File: src/rtl/fp_res_pkg.sv
// Shared types and FP32 field constants for the add/sub result collector.
package fp_res_pkg;

    localparam int EXP_MSB  = 30;
    localparam int EXP_LSB  = 23;
    localparam int MANT_W   = 23;
    localparam int SIGN_BIT = 31;

    localparam int CLS_DENORM = 0;
    localparam int CLS_ZERO   = 1;
    localparam int CLS_INF    = 2;
    localparam int CLS_NAN    = 3;

    typedef struct packed {
        logic [31:0] result;
        logic        op;
        logic [3:0]  cls;
        logic        sign;
    } fp_res_entry_t;

    function automatic logic [3:0] fp_classify(input logic [31:0] r);
        logic [EXP_MSB-EXP_LSB:0] e;
        logic [MANT_W-1:0]        m;
        logic [3:0]               c;
        e = r[EXP_MSB:EXP_LSB];
        m = r[MANT_W-1:0];
        c = '0;
        c[CLS_NAN]    = (&e) && (|m);
        c[CLS_INF]    = (&e) && !(|m);
        c[CLS_ZERO]   = !(|e) && !(|m);
        c[CLS_DENORM] = !(|e) && (|m);
        return c;
    endfunction

endpackage

File: src/rtl/fp_res_fifo.sv
// Synchronous FIFO of collector entries; class/sign storage only exists
// when FP_RES_CLASSIFY_EN is defined.
module fp_res_fifo
    import fp_res_pkg::*;
#(
    parameter int DEPTH = 4,
    localparam int AW   = $clog2(DEPTH)
) (
    input  logic          clk,
    input  logic          rst_n,
    input  logic          push_i,
    input  logic          pop_i,
    input  fp_res_entry_t din_i,
    output fp_res_entry_t dout_o,
    output logic          full_o,
    output logic          empty_o,
    output logic [AW:0]   count_o
);

    logic [31:0]      res_q [DEPTH];
    logic [DEPTH-1:0] op_q;
    logic [AW:0]      wr_q, wr_d;
    logic [AW:0]      rd_q, rd_d;
    logic [AW:0]      cnt_q, cnt_d;
    logic             do_push;
    logic             do_pop;

    assign empty_o = (wr_q == rd_q);
    assign full_o  = (wr_q[AW] != rd_q[AW]) &&
                     (wr_q[AW-1:0] == rd_q[AW-1:0]);
    assign do_pop  = pop_i && !empty_o;
    assign do_push = push_i && (!full_o || do_pop);
    assign count_o = cnt_q;

    always_comb begin
        wr_d  = wr_q;
        rd_d  = rd_q;
        cnt_d = cnt_q;
        if (do_push) wr_d = wr_q + 1'b1;
        if (do_pop)  rd_d = rd_q + 1'b1;
        unique case ({do_push, do_pop})
            2'b10:   cnt_d = cnt_q + 1'b1;
            2'b01:   cnt_d = cnt_q - 1'b1;
            default: cnt_d = cnt_q;
        endcase
    end

    always_ff @(posedge clk) begin
        if (!rst_n) begin
            wr_q  <= '0;
            rd_q  <= '0;
            cnt_q <= '0;
        end else begin
            wr_q  <= wr_d;
            rd_q  <= rd_d;
            cnt_q <= cnt_d;
        end
    end

    always_ff @(posedge clk) begin
        if (do_push) begin
            res_q[wr_q[AW-1:0]] <= din_i.result;
            op_q[wr_q[AW-1:0]]  <= din_i.op;
        end
    end

`ifdef FP_RES_CLASSIFY_EN
    logic [3:0]       cls_q [DEPTH];
    logic [DEPTH-1:0] sign_q;

    always_ff @(posedge clk) begin
        if (do_push) begin
            cls_q[wr_q[AW-1:0]]  <= din_i.cls;
            sign_q[wr_q[AW-1:0]] <= din_i.sign;
        end
    end

    always_comb begin
        dout_o = '0;
        if (!empty_o) begin
            dout_o.result = res_q[rd_q[AW-1:0]];
            dout_o.op     = op_q[rd_q[AW-1:0]];
            dout_o.cls    = cls_q[rd_q[AW-1:0]];
            dout_o.sign   = sign_q[rd_q[AW-1:0]];
        end
    end
`else
    logic unused_cls;
    assign unused_cls = ^{din_i.cls, din_i.sign};

    always_comb begin
        dout_o = '0;
        if (!empty_o) begin
            dout_o.result = res_q[rd_q[AW-1:0]];
            dout_o.op     = op_q[rd_q[AW-1:0]];
        end
    end
`endif

endmodule

File: src/rtl/fp_result_collector.sv
// Capture stage behind add_sub_main: latency-matched capture, FIFO, status.
// Optional classification/sticky flags enabled by FP_RES_CLASSIFY_EN.
module fp_result_collector
    import fp_res_pkg::*;
#(
    parameter int WIDTH   = 32,
    parameter int LATENCY = 1,
    parameter int DEPTH   = 4,
    parameter int CNT_W   = 8
) (
    input  logic                     clk,
    input  logic                     rst_n,
    input  logic                     issue_valid,
    input  logic                     issue_op,
    input  logic [WIDTH-1:0]         result,
    output logic                     out_valid,
    input  logic                     out_ready,
    output logic [WIDTH-1:0]         out_result,
    output logic                     out_op,
    output logic [3:0]               out_class,
    output logic                     out_sign,
    output logic                     sticky_nan,
    output logic                     sticky_inf,
    input  logic                     sticky_clr,
    output logic [CNT_W-1:0]         drop_cnt,
    output logic [$clog2(DEPTH):0]   count
);

    logic [LATENCY-1:0] vld_q, vld_d;
    logic [LATENCY-1:0] op_q, op_d;
    logic               cap;
    logic               full;
    logic               empty;
    logic               pop;
    logic               push;
    logic               drop;
    fp_res_entry_t      ent;
    fp_res_entry_t      head;
    logic [CNT_W-1:0]   drop_q, drop_d;

    always_comb begin
        vld_d    = vld_q;
        op_d     = op_q;
        vld_d[0] = issue_valid;
        op_d[0]  = issue_op;
        for (int i = 1; i < LATENCY; i++) begin
            vld_d[i] = vld_q[i-1];
            op_d[i]  = op_q[i-1];
        end
    end

    always_ff @(posedge clk) begin
        if (!rst_n) begin
            vld_q  <= '0;
            op_q   <= '0;
            drop_q <= '0;
        end else begin
            vld_q  <= vld_d;
            op_q   <= op_d;
            drop_q <= drop_d;
        end
    end

    assign cap  = vld_q[LATENCY-1];
    assign pop  = out_ready && !empty;
    assign push = cap && (!full || pop);
    assign drop = cap && full && !pop;

    always_comb begin
        drop_d = drop_q;
        if (drop && !(&drop_q)) drop_d = drop_q + 1'b1;
    end

    always_comb begin
        ent        = '0;
        ent.result = result;
        ent.op     = op_q[LATENCY-1];
`ifdef FP_RES_CLASSIFY_EN
        ent.cls    = fp_classify(result);
        ent.sign   = result[SIGN_BIT];
`endif
    end

    fp_res_fifo #(
        .DEPTH (DEPTH)
    ) u_fifo (
        .clk     (clk),
        .rst_n   (rst_n),
        .push_i  (push),
        .pop_i   (pop),
        .din_i   (ent),
        .dout_o  (head),
        .full_o  (full),
        .empty_o (empty),
        .count_o (count)
    );

    assign out_valid  = !empty;
    assign out_result = head.result;
    assign out_op     = head.op;
    assign drop_cnt   = drop_q;

`ifdef FP_RES_CLASSIFY_EN
    logic nan_q, nan_d;
    logic inf_q, inf_d;

    // A set in the same cycle as a clear takes priority.
    always_comb begin
        nan_d = (nan_q && !sticky_clr) || (cap && ent.cls[CLS_NAN]);
        inf_d = (inf_q && !sticky_clr) || (cap && ent.cls[CLS_INF]);
    end

    always_ff @(posedge clk) begin
        if (!rst_n) begin
            nan_q <= 1'b0;
            inf_q <= 1'b0;
        end else begin
            nan_q <= nan_d;
            inf_q <= inf_d;
        end
    end

    assign out_class  = head.cls;
    assign out_sign   = head.sign;
    assign sticky_nan = nan_q;
    assign sticky_inf = inf_q;
`else
    logic unused_clr;
    assign unused_clr = ^{sticky_clr, head.cls, head.sign};

    assign out_class  = 4'b0;
    assign out_sign   = 1'b0;
    assign sticky_nan = 1'b0;
    assign sticky_inf = 1'b0;
`endif

endmodule

File: config.mk
export PLATFORM = sky130hd
export DESIGN_NAME = fp_result_collector
export DESIGN_NICKNAME = d
export VERILOG_FILES = /design/src/rtl/fp_res_pkg.sv /design/src/rtl/fp_res_fifo.sv /design/src/rtl/fp_result_collector.sv
export SDC_FILE = /design/constraint.sdc
export NUM_CORES = 1
export LEC_CHECK = 0
export CORE_MARGIN = 2
export CORE_UTILIZATION = 35
export DETAILED_ROUTE_END_ITERATION = 7
export GPL_ROUTABILITY_DRIVEN = 0
export PLACE_DENSITY = 0.57
export SLEW_MARGIN = 10
export SYNTH_ARGS = -nofsm -noshare
export SYNTH_HDL_FRONTEND = slang
export SYNTH_SLANG_ARGS = --single-unit
File: constraint.sdc
create_clock -name clk -period 3.6 [get_ports clk]
set_input_delay 0.9 -clock clk [delete_from_list [all_inputs] [get_ports clk]]
set_output_delay 0.9 -clock clk [all_outputs]
set_load 0.1 [all_outputs]
==> results.md, run 1 <==
Pwr:
- The leakage power is 2.72 nW.
- Dividing total power by cell area gives a power density of 669 nW/µm².
- The worst vdd rail ir drop is 0.327 mV.

Floorplanning:
- In this run the vertical extent of the chip is 136 µm.
- The core footprint is 17100 µm².
- The number of primary I/O pins is 90.
- The die covers 18400 µm².
- The standard-cell row count is 48.
- The initial utilization of the core area, before any placement, comes to 0.354.
- The die is 136 µm wide.

Clocking:
- The count of cells resized by post-cts repair is 0.
- The CTS H-tree depth is 4.
- The clock slew at the register clock pins of the worst setup and hold paths is roughly 60 ps.
- In this run the post-CTS setup repair buffer count came out at 0.
- Hold repair after CTS inserted 0 buffers.
- For this design, the sink count on the clock tree is 153.
- At the later pin of the worst-skew pair, clock insertion delay measures 410 ps.
- The cell sitting at the root of the clock tree is a clkbuf_16.
- The number of buffers created by CTS is 17.
- Counting along the longest clock path gives a buffer depth of 2.
- The clock tree from TritonCTS is yes.

Worst setup path:
- By startpoint and endpoint, the worst setup path is classified as reg -> out.
- Walking the worst path, the cells encountered are buf_4, mux4_2, and2_1, buf_12.
- The worst setup path is launched from a register.
- The type of element capturing the critical path is a primary output.
- At the worst endpoint, the required time is 2700 ps.
- The largest fanout on the critical path is 28.
- The number of buffers and inverters on the critical path is 2.
- The length in cells of the worst reg-to-reg path is 8.
- The library cell contributing the largest single delay on the critical path is dfxtp_2.
- The total stage count of the critical path is 4.
- The data arrival time of the critical path is 2190 ps.
- The category of cells accounting for the largest share of critical-path delay is flip-flops.
- The delay of the slowest cell on the worst path is 850 ps.

Timing:
- The count of endpoints failing hold in the final timing report is 0.
- Setup repair after global routing left no endpoint under its margin.
- The worst-margin pin slew is 800 ps.
- Adding up every negative setup slack in the final design gives 0 ps.
- The number of slew-limit violations in the final report is 0.
- Between clock sinks in the finished design, the worst skew comes to 6.10 ps.
- The achievable clock frequency is approximately 320 MHz.
- The final-report setup violation count is 0.
- The clock period could shrink to 3090 ps.
- The post-route clock period utilization is 0.857.
- The worst slew margin relative to its limit is 0.467.

Route:
- Dividing the detail-routed via count by the number of cells gives 4.79.
- In the final routed layout, each cell accounts on average for ~17 µm.
- The number of remaining DRC errors is 0.
- For this block, the initial DRC count from the detailed router was 200.
- The pre-antenna-repair detailed-routing pass consisted of 4 iterations.
- The overall via count from detail_route is 3169.
- The total wire length is 11.5 mm.
- The count of nets left with antenna violations after detail routing is 0.

Global routing:
- The overflow left after global routing is 0.
- The number of global-route vias before repair was 3342.
- The first global-routing pass estimated 18.4 mm of wire.
- Entering global routing, the biggest net connects 29 pins.
- The total global routing track utilization is 0.136.
- The initial antenna violation count is 1.

Synth:
- The distinct cell type count after synthesis is 32.
- Dividing the synthesized area by the synthesized cell count gives 18.3 µm².
- Synthesis produced 331 cells.
- The count of warnings emitted by yosys is 0.
- The cell area after synthesis is 6060 µm².
- After synthesis the netlist holds a flip-flop and latch count of approximately 150.
- Of the synthesized area, sequential elements account for 0.723.

Cells and area:
- The number of standard cells in the final layout excluding fillers is ~660.
- After routing the design area is ~8100 µm².
- The library cells used most frequently in the layout, excluding fill and tap cells, are edfxtp_1 (132), and2_1 (38), buf_12 (37).
- At the end of the flow the core is filled with cells to 0.473.
- The library cell used most frequently in the layout, excluding fill and tap cells, is edfxtp_1.
- The post-synthesis to final-layout area growth is 33.6%.
- The antenna cell count is 0.
- The fraction of layout instances using a drive strength above 1 is 0.284.
- The net count of the finished layout is 470.

Worst hold path:
- The class of the tightest hold or removal check is reg -> reg.
- The cell depth of the worst min-delay path is 0.

Job:
- The reported max-cap violation count is 0.

Placement:
- The post-detailed-placement cell area is 7490 µm².
- The half-perimeter wire length after detailed placement is approximately 7.3 mm.
- The count of buffers inserted at the top-level ports is 81.
- The instance count after placement with tap cells included is 630.

Run status:
- The run finished with clean final reports.
==> worst paths after layout <==
check | startpoint | endpoint | slack (ps)
max | register | out_result[23] | 510
min | op_q | u_fifo.op_q[1] | 480
max reg2reg | u_fifo.wr_q[0] | u_fifo.count_o[2] | 1070
min reg2reg | op_q | u_fifo.op_q[1] | 480
==> registers in the layout (all words and copies together), names as in the netlist, named ones only <==
register and cells:
u_fifo.res_q 128, u_fifo.wr_q 3, u_fifo.count_o 3, u_fifo.op_q 4, u_fifo.rd_q 3, cap 1, op_q 1, drop_cnt 8
==> per-stage QoR <==
stage               hold WS [ps]  worst slack (ps)  total power, mW
floorplan                    438               468             3.09
CTS                          489               444             5.47
detailed placement           466               447             3.67
finish                       484               513             5.41
global route                 504               397             5.60
global placement             449               448             3.66
==> report_power, final <==
group	total (mW)	leakage, nW	switching (mW)	internal, mW
registers	2.01	1.37	0.0313	1.98
clock network	1.80	0.288	0.655	1.15
logic	1.60	1.06	1.03	0.576
==> routing by layer <==
layer,global-route usage,vias to the layer above,wire (µm)
li1,-,1468,-
met1,0.165,1594,4870
met2,0.228,92,5790
met3,0.0419,15,648
met4,0.0521,0,183
met5,0,-,0
==> cell usage after synthesis (all sizes together) <==
cell | number | area [µm²]
nand2 | 4 | 15.0
and2 | 42 | 263
and3 | 1 | 6.26
o21ai | 4 | 20.0
mux4 | 33 | 747
fa | 1 | 20.0
dfxtp | 21 | 420
clkbuf | 11 | 41.3
o311ai | 1 | 8.76
inv | 7 | 26.3
a21oi | 8 | 40.0
or3 | 5 | 31.3
conb | 1 | 3.75
xor2 | 5 | 43.8
xnor2 | 4 | 35.0
nand4 | 3 | 18.8
o211ai | 1 | 7.51
o31ai | 8 | 60.1
ha | 7 | 87.6
or4 | 4 | 30.0
nand2b | 1 | 6.26
o41a | 1 | 11.3
nand3 | 5 | 25.0
nor2 | 5 | 18.8
edfxtp | 132 | 3960
nand4b | 1 | 8.76
o41ai | 1 | 8.76
mux2i | 1 | 10.0
buf | 12 | 77.6
or2 | 1 | 6.26
==> cell type report <==
class | count | area [µm²]
Multi-Input combinational cell | 154 | 1560
Tap cell | 225 | 282
Inverter | 7 | 26.3
Clock buffer | 17 | 425
Fill cell | 1475 | 9020
Clock inverter | 14 | 180
Sequential cell | 153 | 4390
Timing Repair Buffer | 91 | 1240
==> logic make-up (layout without fill, tap and decap cells) <==
group,Yosys count,after routing,share of synthesized area
other,1,7,0.000619
xor gates and xnor gates,9,9,0.0130
adders and majority gates,8,8,0.0177
buffers and inverters,30,129,0.0239
muxes,34,34,0.125
DFF,153,153,0.723
and+or+nand+nor,72,72,0.0708
AOI/OAI and AO/OA,24,24,0.0258
No activity file was read; power rests on OpenSTA's default activity.
==> run 2: changes to the inputs <==
ABC_AREA = 1   (was unset)
PLACE_DENSITY = 0.56   (was 0.57)
==> results.md, run 2 <==
Synth:
- The compound-cell area share of the yosys netlist is 0.0887.
- The distinct cell type count after synthesis is 27.
- edfxtp_1 takes more of the synthesized area than any other cell.
- The most common cell in the synthesized netlist is edfxtp_1.
- The fraction of registers with async set/reset is 0.
- The cell area after synthesis is 6360 µm².
- After synthesis the netlist holds a flip-flop and latch count of 153.
- By area the synthesized netlist is led by edfxtp_1 (62%), nor2_1 (7.0%), dfxtp_1 (6.6%), o32ai_1 (4.4%), nand2_1 (3.7%).
- Of the total synthesized cell area, the portion taken by AND, OR, NAND and NOR gates is 0.137.
- Of the total synthesized cell area, the portion taken by XOR and XNOR cells is 0.00826.
- The largest family of logic cells by synthesized area is simple AND/OR/NAND/NOR gates.
- Of the post-synthesis cell area, the part taken by muxes is 0.
- The number of synthesized flops with an enable pin is between 100 and 150.
- The fraction of the yosys area taken by sequential cells is 0.689.
- The average instance in the mapped netlist occupies roughly 12 µm².
- The share of Yosys cell area claimed by the top area cell type is 0.623.
- The number of instances in the synthesized netlist is 551.
- During synthesis, Yosys emitted a total of 0 warnings.
- The commonest cells after synthesis are edfxtp_1 (132), nor2_1 (119), nand2_1 (62).
- Of the total synthesized cell area, the portion taken by full adders, half adders and majority gates is 0.0169.
- In the synthesized netlist the dominant register cell turns out to be edfxtp_1.

Global routing:
- The met2 usage in global routing is 0.239.
- In the global route stage, met1 resource usage came out at 0.182.
- Summed over all layers, the global routing overflow is 0.
- The number of global-route vias before repair is 4279.
- The met3 track demand over resource is 0.0432.
- The initial antenna violation count is 1.
- met2 is the most crowded layer.
- The maximum number of pins on one net before global-route repair is 65.
- Across every metal layer, demand over resource in global routing totals 0.146.
- The first-pass GRT wire length is ~22 mm.

Clocking:
- Hold repair after CTS inserted 0 buffers.
- The CTS H-tree depth is 4.
- The number of sinks on the clock net is 153.
- The worst-skew pair later-pin latency is ~420 ps.
- Once the clock tree was built, the resizer swapped 0 gates to a different size.
- The buffer count from post-CTS setup fixing is 0.
- The clock slew at the register clock pins of the worst setup and hold paths is 60 ps.
- The clock tree buffer depth is 2.
- The tree is rooted in a clkbuf_16.
- The clock tree from TritonCTS is yes.
- The number of buffers created by CTS is 17.

Pwr:
- Of the total power, the clock network draws 0.296.
- For this design the ratio of total power to cell area is 657 nW/µm².
- The analysis attributes to net switching a power of 1.97 mW.
- VDD sags by at most 0.386 mV.
- After layout, the design draws a total of 5.45 mW.
- For this design the static power due to leakage is about 3.2 nW.
- Of the total power, registers draw 0.370.
- The logic gate share of total power is 0.334.
- Of the total power, the share spent switching nets is 0.361.
- Cell internal power was estimated by the tool at 3.48 mW.

Route:
- In this run, the number of DRC markers left after iteration 0 of detailed routing was approximately 260.
- The overall via count from detail_route is 4263.
- After detailed routing, the number of remaining DRC violations is 0.
- The pre-antenna-repair detailed-routing pass consisted of 4 iterations.
- Once detail routing completed, the nets flagged for antenna violations numbered 0.
- The mean number of vias per cell is 4.86.
- The total wire length is 13.4 mm.
- The average wire per standard cell is 15.3 µm.

Worst setup path:
- The required time at the worst-slack endpoint is 2700 ps.
- The delay of the slowest cell on the worst path is 530 ps.
- Walking the worst path, the cells encountered are buf_4, nor2_1, o32ai_1, nand2_1, inv_1, buf_12.
- The worst setup path is launched from a register.
- The type of element capturing the critical path is a primary output.
- The largest fanout on the critical path is 64.
- The critical path is of the reg -> out type.
- The data arrival time of the critical path is about 2200 ps.
- The library cell contributing the largest single delay on the critical path is buf_4.

Floorplanning:
- The initialized floorplan defines 49 standard-cell rows.
- The number of primary I/O pins is 90.
- The initial cell density of the core is 0.355.
- The y dimension of the die is approximately 140 µm.
- The core footprint is 17900 µm².
- The horizontal die dimension is 139 µm.
- The floorplan step defined a die boundary enclosing 19300 µm².

Cells and area:
- The area of all placed cells without fillers is 8290 µm².
- The number of antenna diodes in the final layout is 0.
- The net count of the finished layout is between 600 and 700.
- Leaving out fill and tap cells, the most frequent cell in the layout is edfxtp_1.
- The fraction of layout instances using a drive strength above 1 is 0.164.
- The number of flip-flops under the largest register name is roughly 130.
- The post-synthesis to final-layout area growth is 30.3%.
- Once layout is complete, the utilization of the core stands at 0.463.
- The library cells used most frequently in the layout, excluding fill and tap cells, are edfxtp_1 (132), nor2_1 (115), nand2_1 (62).
- The number of standard cells in the final layout excluding fillers is between 800 and 900.

Timing:
- Measured against its own limit, the worst slew margin works out to 0.552.
- The count of endpoints failing hold in the final timing report came to 0.
- The aggregate negative setup slack is 0 ps.
- The clock skew is 5.53 ps.
- The number of slew-limit violations in the final report is 0.
- Setup repair after global routing left no endpoint under its margin.
- At the pin with the least slew margin, the transition time is around 670 ps.
- The minimum clock period is just over 3000 ps.
- In the post-route analysis, the smallest setup slack over all paths is 532 ps.
- Based on the critical path, the design can be clocked at up to 326 MHz.
- The final-report setup violation count is 0.
- Hold timing on the final database bottoms out at a slack of 460 ps.
- The post-route clock period utilization is 0.852.

Placement:
- At the placement stage, the worst setup path has a slack of between 600 and 700 ps.
- The post-detailed-placement cell area is 7750 µm².
- Once placement completed, the tool counted placed cells totaling 845.
- The wire-length estimate of the detail-placed layout is roughly 8.1 mm.
- The count of buffers inserted at the top-level ports is 81.

Job:
- The reported max-cap violation count is 0.

Worst hold path:
- The class of the tightest hold or removal check is reg -> reg.

Run status:
- The flow ran to the end, and the final reports show no timing, DRC or antenna violations.
## run 2: final timing paths
path / start / endpoint / slack [ps] / cells past startpoint
worst max-delay path: register / out_result[23] / 530 / 6
worst min-delay path: u_fifo.count_o[2] / u_fifo.count_o[2] / 460 / 1
worst max register to register: u_fifo.wr_q[0] / u_fifo.count_o[2] / 910 / 13
worst min register to register: u_fifo.count_o[2] / u_fifo.count_o[2] / 460 / 1
## run 2: power groups by stage
| stage | combinational, mW | sequential (mW) | clock, mW |
|---|---|---|---|
| 6_report | 1.82 | 2.02 | 1.61 |
| 5_1_grt | 1.91 | 2.02 | 1.73 |
| 4_1_cts | 1.84 | 2.02 | 1.65 |
| 3_5_place_dp | 1.83 | 2.05 | 0 |
| 3_3_place_gp | 1.82 | 2.05 | 0 |
| 2_1_floorplan | 1.16 | 2.09 | 0 |
## run 2: critical path: cells and delay by family, from the launching register on
| kind | cells | cell delay (ps) |
|---|---|---|
| buffers and inverters | 3 | 830 |
| AO/OA/AOI/OAI | 1 | 340 |
| flip-flops | 1 | 330 |
| AND/OR/NAND/NOR | 2 | 230 |
## run 2: cells by family after synthesis
family / count (synthesis)
adders and majority gates: 8
DFF: 153
other: 1
AOI/OAI and AO/OA: 88
and+or+nand+nor: 206
xor gates and xnor gates: 6
buffers and inverters: 89
## run 2: cell type report
| type | instances | area [µm²] |
|---|---|---|
| Fill cell | 1598 | 9610 |
| Sequential cell | 153 | 4390 |
| Multi-Input combinational cell | 315 | 1650 |
| Timing Repair Buffer | 90 | 1200 |
| Clock buffer | 20 | 437 |
| Tap cell | 229 | 287 |
| Inverter | 58 | 218 |
| Clock inverter | 12 | 103 |
## run 2: routing by layer
| metal | wire length, µm | share of wire | up-vias |
|---|---|---|---|
| li1 | - | - | 2058 |
| met2 | 6580 | 0.49 | 152 |
| met5 | 18 | 0.0013 | - |
| met1 | 5780 | 0.43 | 2035 |
| met4 | 136 | 0.010 | 2 |
| met3 | 920 | 0.069 | 16 |
